$ cat src/rtl/alu_sequencer.sv
// -----------------------------------------------------------------------------
// alu_sequencer
//
// Control stage sitting directly upstream of the ALU. It owns the A and B
// operand registers and produces the ALU's subtract select, its active-low
// bus-assert enables and its posedge flag triggers. Commands arrive one at a
// time over a valid/ready handshake. Each command is sequenced through
// DRIVE/CAPTURE cycles, and the ALU result is written from the data bus back
// into A. The carry and shift flags live inside the ALU; this block only
// strobes them.
//
// Optional feature macro: ALU_SEQ_SHRN_EN
//   When defined, opcode 7 is SHRN. It performs cmd_imm[2:0] repeated
//   right-shift passes.
//   When undefined, opcode 7 behaves as a NOP and no pass counter exists.
//
// Ports
//   clk         in   system clock, all state on rising edge
//   reset       in   asynchronous active-high reset (shared with the ALU)
//   cmd_valid   in   command present
//   cmd_ready   out  high only while idle (combinational from state)
//   cmd_op      in   [2:0] opcode: NOP LDA LDB ADD SUB SHR CMP SHRN
//   cmd_imm     in   [7:0] immediate / shift count
//   dbus        in   [7:0] shared data bus, read while an ALU output drives it
//   areg        out  [7:0] A operand to ALU
//   breg        out  [7:0] B operand to ALU
//   doSubtract  out  ALU subtract select
//   assertBarE  out  active-low: ALU drives add/sub result onto dbus
//   assertBarS  out  active-low: ALU drives shifted A onto dbus
//   triggerC    out  rising edge captures ALU carry
//   triggerS    out  rising edge captures ALU shift bit
//   done        out  one-cycle pulse, command complete
// -----------------------------------------------------------------------------
module alu_sequencer (
  input  logic       clk,
  input  logic       reset,
  input  logic       cmd_valid,
  output logic       cmd_ready,
  input  logic [2:0] cmd_op,
  input  logic [7:0] cmd_imm,
  input  logic [7:0] dbus,
  output logic [7:0] areg,
  output logic [7:0] breg,
  output logic       doSubtract,
  output logic       assertBarE,
  output logic       assertBarS,
  output logic       triggerC,
  output logic       triggerS,
  output logic       done
);

  typedef enum logic [1:0] {
    S_IDLE    = 2'd0,
    S_DRIVE   = 2'd1,
    S_CAPTURE = 2'd2,
    S_DONE    = 2'd3
  } state_t;

  typedef enum logic [2:0] {
    OP_NOP  = 3'd0,
    OP_LDA  = 3'd1,
    OP_LDB  = 3'd2,
    OP_ADD  = 3'd3,
    OP_SUB  = 3'd4,
    OP_SHR  = 3'd5,
    OP_CMP  = 3'd6,
    OP_SHRN = 3'd7
  } op_t;

  state_t     r_state;
  state_t     w_next_state;
  op_t        r_op;
  op_t        w_op;
  logic [7:0] r_areg;
  logic [7:0] r_breg;
  logic       r_sub;
  logic       r_bar_e;
  logic       r_bar_s;
  logic       r_trig_c;
  logic       r_trig_s;
  logic       r_done;

  logic w_accept;
  logic w_use_e;
  logic w_use_s;
  logic w_sub;
  logic w_alu_cmd;
  logic w_last_pass;
  logic w_busy_next;

`ifdef ALU_SEQ_SHRN_EN
  logic [2:0] r_cnt;
`endif

  assign cmd_ready  = (r_state == S_IDLE);
  assign areg       = r_areg;
  assign breg       = r_breg;
  assign doSubtract = r_sub;
  assign assertBarE = r_bar_e;
  assign assertBarS = r_bar_s;
  assign triggerC   = r_trig_c;
  assign triggerS   = r_trig_s;
  assign done       = r_done;

  // Next-state logic and per-command decode.
  // The registered outputs are derived from the state being entered. This
  // way each output is already valid for the whole cycle it belongs to.
  always_comb begin
    // NOTE: every signal gets a default before any branch so no path can
    // leave it unassigned (which would infer a latch).
    w_next_state = r_state;
    w_accept     = (r_state == S_IDLE) && cmd_valid;
    // While idle, decode the incoming opcode; otherwise use the latched one.
    w_op         = w_accept ? op_t'(cmd_op) : r_op;
    w_use_e      = (w_op == OP_ADD) || (w_op == OP_SUB) || (w_op == OP_CMP);
    w_sub        = (w_op == OP_SUB) || (w_op == OP_CMP);
`ifdef ALU_SEQ_SHRN_EN
    w_use_s      = (w_op == OP_SHR) || (w_op == OP_SHRN);
    // A zero-count SHRN takes the short NOP path.
    w_alu_cmd    = w_use_e || (w_op == OP_SHR) ||
                   ((w_op == OP_SHRN) && (cmd_imm[2:0] != 3'd0));
    w_last_pass  = (r_op != OP_SHRN) || (r_cnt <= 3'd1);
`else
    w_use_s      = (w_op == OP_SHR);
    w_alu_cmd    = w_use_e || w_use_s;
    w_last_pass  = 1'b1;
`endif

    case (r_state)
      S_IDLE:    if (w_accept) w_next_state = w_alu_cmd ? S_DRIVE : S_DONE;
      S_DRIVE:   w_next_state = S_CAPTURE;
      S_CAPTURE: w_next_state = w_last_pass ? S_DONE : S_DRIVE;
      S_DONE:    w_next_state = S_IDLE;
      default:   w_next_state = S_IDLE;
    endcase

    w_busy_next = (w_next_state == S_DRIVE) || (w_next_state == S_CAPTURE);
  end

  // NOTE: state is updated with non-blocking assignments so every flop samples
  // pre-edge values regardless of statement order.
  always_ff @(posedge clk or posedge reset) begin
    if (reset) begin
      r_state  <= S_IDLE;
      r_op     <= OP_NOP;
      r_areg   <= 8'h00;
      r_breg   <= 8'h00;
      r_sub    <= 1'b0;
      r_bar_e  <= 1'b1;
      r_bar_s  <= 1'b1;
      r_trig_c <= 1'b0;
      r_trig_s <= 1'b0;
      r_done   <= 1'b0;
`ifdef ALU_SEQ_SHRN_EN
      r_cnt    <= 3'd0;
`endif
    end else begin
      r_state  <= w_next_state;
      r_sub    <= w_busy_next && w_sub;
      r_bar_e  <= !(w_busy_next && w_use_e);
      r_bar_s  <= !(w_busy_next && w_use_s);
      // Trigger rises on entry to CAPTURE, while A/B are still the operands.
      r_trig_c <= (w_next_state == S_CAPTURE) && w_use_e;
      r_trig_s <= (w_next_state == S_CAPTURE) && w_use_s;
      r_done   <= (w_next_state == S_DONE);

      if (w_accept) begin
        r_op <= op_t'(cmd_op);
        if (op_t'(cmd_op) == OP_LDA) r_areg <= cmd_imm;
        if (op_t'(cmd_op) == OP_LDB) r_breg <= cmd_imm;
`ifdef ALU_SEQ_SHRN_EN
        r_cnt <= cmd_imm[2:0];
`endif
      end

      // The result comes from the bus on CAPTURE exit; CMP only wants the flag.
      if (r_state == S_CAPTURE) begin
        if (r_op != OP_CMP) r_areg <= dbus;
`ifdef ALU_SEQ_SHRN_EN
        if (r_op == OP_SHRN) r_cnt <= r_cnt - 3'd1;
`endif
      end
    end
  end

endmodule

$ cat config.mk
export PLATFORM = sky130hd
export DESIGN_NAME = alu_sequencer
export DESIGN_NICKNAME = d
export VERILOG_FILES = /design/src/rtl/alu_sequencer.sv
export SDC_FILE = /design/constraint.sdc
export NUM_CORES = 1
export LEC_CHECK = 0
export CAP_MARGIN = 10
export CORE_MARGIN = 5
export CORE_UTILIZATION = 47
export DETAILED_ROUTE_END_ITERATION = 7
export GPL_ROUTABILITY_DRIVEN = 0
export GPL_TIMING_DRIVEN = 1
export HOLD_SLACK_MARGIN = 0.02
export PLACE_DENSITY = 0.83
export SLEW_MARGIN = 20
export SYNTH_ARGS = -nofsm -noshare
export SYNTH_HDL_FRONTEND = slang
export SYNTH_SLANG_ARGS = --single-unit
$ cat constraint.sdc
create_clock -name clk -period 4.6 [get_ports clk]
set_clock_uncertainty 0.1 [all_clocks]
set_input_delay 0.69 -clock clk [delete_from_list [all_inputs] [get_ports clk]]
set_output_delay 0.69 -clock clk [all_outputs]
set_load 0.02 [all_outputs]
==> out/results.ini <==
[run_status]
status = complete, no violations

[detailed_routing]
wl_mm = 3.16
wl_per_cell_um = 16.8
antenna_left = 0
first_iter_violations = 28
num_vias = 1084
drc = 0
vias_per_cell = 5.77
first_pass_iters = 4

[worst_setup_path]
arrival_ns = 1.86
start_kind = flop
critPathRequiredTime_ns = 3.81
critPathTopFamily = buffers and inverters
worstPathMaxFanout = 9
end_kind = output pin
critical_path.max_stage_delay_ns = 0.67
criticalPathCategory = reg -> out
crit_chain = inv_1, ha_1, clkdlybuf4s50_1
critPathSlowestCell = clkdlybuf4s50_1
path_buf_inv = 2

[synth]
yosysUniqueCellTypes = 32
ys_seq_elements = 27
ys_warn_count = 0
syn_inst = 114
yosysSeqAreaShare = 0.528
syn_area_per_cell_um2 = 11.3
synth_fp_nets = 141
netlist_area_um2 = 1280

[power]
switching_share = 0.404
p_int_uw = 687
pwr-share-seq = 0.350
p_switching_uw = 466
power_density_nw_per_um2 = 654
combPwrFrac = 0.561
power_uw = 1150
power.leakage_uw = 0.000724
p_clk_frac = 0.089
irDropWorstVdd_mv = 0.440

[final_layout]
final_cell_mix = 44 x clkdlybuf4s50_1, 25 x dfrtp_1, 12 x o21ai_0
syn2layout_area_growth_pct = 37.2
layout-drive-gt1-share = 0.127
stdcell_count = 188
final_common_cell = clkdlybuf4s50_1
diodes = 0
nets = 185

[clock_tree]
tritoncts = yes
post-cts-setup-buffer-count = 0
clock_path_buffers = 2
cts.htree.levels = 1
cts_hold_buf = 0
clk_pin_slew_ns = 0.14
cts.sinks = 27
cts.repair.resized = 0
cts_root_buf = clkbuf_4
insertion_delay_ns = 0.32
cts_buffers = 3

[sta]
worst_pin_slew_ns = 0.976
rsz0062_at_grt = no
relSlewSlack = 0.346
drv_slew = 0
setup_viol = 0
finalHoldViolations = 0
tns_ns = 0
layout_min_cycle_time_ns = 2.65
timing.fmax_mhz = 378
final.period_utilization = 0.575

[global_route]
grt_remaining_overflow = 0
grt_max_degree = 28
grt_pass1_wl_mm = 5.21
antenna_found_initial = 0
grt_usage = 0.164
first_global_vias = 1109

[run]
drv_cap = 0

[placed_design]
io_buffers = 44
hpwl_mm = 2.49
dpl.cell_count = 184

[floorplan]
num_rows = 19
die_w_um = 62.3
die_h_um = 62.3
core_area_um2 = 2690
start_util = 0.478
die_area_um2 = 3880
ios = 45

[min_path]
hold_path.class = reg -> reg

-- cells by family after synthesis --
| family | share of synthesized area |
|---|---|
| DFF | 0.528 |
| adders and majority gates | 0.0487 |
| buffers and inverters | 0.0331 |
| and+or+nand+nor | 0.178 |
| AOI/OAI and AO/OA | 0.121 |
| muxes | 0.0906 |
-- worst reg2reg max path, stage by stage, from the launching register on --
cell      delay [ns]
dfrtp_1         0.42
inv_1           0.11
ha_1            0.32
and2_2          0.25
o21ai_0         0.09
a31oi_1         0.23
ha_1            0.30
and4bb_2        0.25
-- metrics by stage --
step	hold slack [ns]	cell area, µm²	setup slack (ns)	util
after floorplan	0.409	1280	2.53	-
after global placement	0.390	1740	2.07	0.646
after detailed placement	0.396	1740	1.96	0.646
after CTS	0.432	1760	1.95	0.656
after global routing	0.456	1760	1.90	0.656
final	0.428	1760	1.95	0.656
-- synthesized netlist by cell type --
cell type | instances | area share
dfrtp_1 | 25 | 0.49
o21ai_0 | 12 | 0.047
a31oi_1 | 9 | 0.044
mux2_2 | 9 | 0.079
nand3_1 | 9 | 0.035
nor3_1 | 8 | 0.031
ha_1 | 5 | 0.049
buf_2 | 4 | 0.016
nand2b_1 | 4 | 0.019
inv_1 | 3 | 0.0088
and3_1 | 2 | 0.0097
dfstp_2 | 2 | 0.041
nand2_1 | 2 | 0.0059
nand4b_1 | 2 | 0.014
a21boi_0 | 1 | 0.0059
a21oi_1 | 1 | 0.0039
and2_2 | 1 | 0.0059
and3_2 | 1 | 0.0059
and3b_1 | 1 | 0.0068
and3b_2 | 1 | 0.0078
and4bb_2 | 1 | 0.0097
buf_4 | 1 | 0.0059
clkinv_1 | 1 | 0.0029
mux2_4 | 1 | 0.012
nand3b_1 | 1 | 0.0059
nor2_1 | 1 | 0.0029
nor2_4 | 1 | 0.0088
nor2b_1 | 1 | 0.0049
o211a_1 | 1 | 0.0078
o211ai_1 | 1 | 0.0059
o221ai_1 | 1 | 0.0068
or2_0 | 1 | 0.0049
-- flip-flops by register name, summed over array words and instances (netlist names) --
signal	cells
areg	8
breg	8
r_op	3
r_state	2
assertBarE	1
assertBarS	1
doSubtract	1
done	1
triggerC	1
triggerS	1
-- routing by layer --
layer	vias to the layer above	wire length [µm]	global-route usage
li1	506	-	-
met1	530	1300	0.196
met2	41	1620	0.276
met3	7	176	0.0378
met4	0	65	0.0822
met5	-	0	0
-- final timing paths --
kind | to | slack [ns] | start | depth (start not counted)
max reg2reg | doSubtract$_DFF_PP0_ | 2.42 | r_state[0]$_DFF_PP0_ | 7
min | breg[4]$_DFFE_PP0P_ | 0.43 | breg[4]$_DFFE_PP0P_ | 1
min in group asynchronous | areg[7]$_DFF_PP0_ | 0.66 | reset | 2
max | cmd_ready | 1.95 | r_state[0]$_DFF_PP0_ | 3
max in group asynchronous | triggerC$_DFF_PP0_ | 3.30 | reset | 2
min reg2reg | breg[4]$_DFFE_PP0P_ | 0.43 | breg[4]$_DFFE_PP0P_ | 1
-- power groups by stage --
stage	combinational (µW)	sequential (µW)	clock, µW
floorplan	282	504	0
global placement	620	403	0
detailed placement	648	411	0
CTS	650	405	104
global route	700	419	115
finish	647	403	103
-- cell type report --
class                           instances  area [µm²]
Sequential cell                        27         678
Tap cell                               31        38.8
Clock buffer                            4        26.3
Fill cell                             213         925
Timing Repair Buffer                   44         440
Multi-Input combinational cell         78         563
Inverter                                4        15.0
Power figures use the tool's default switching activity.
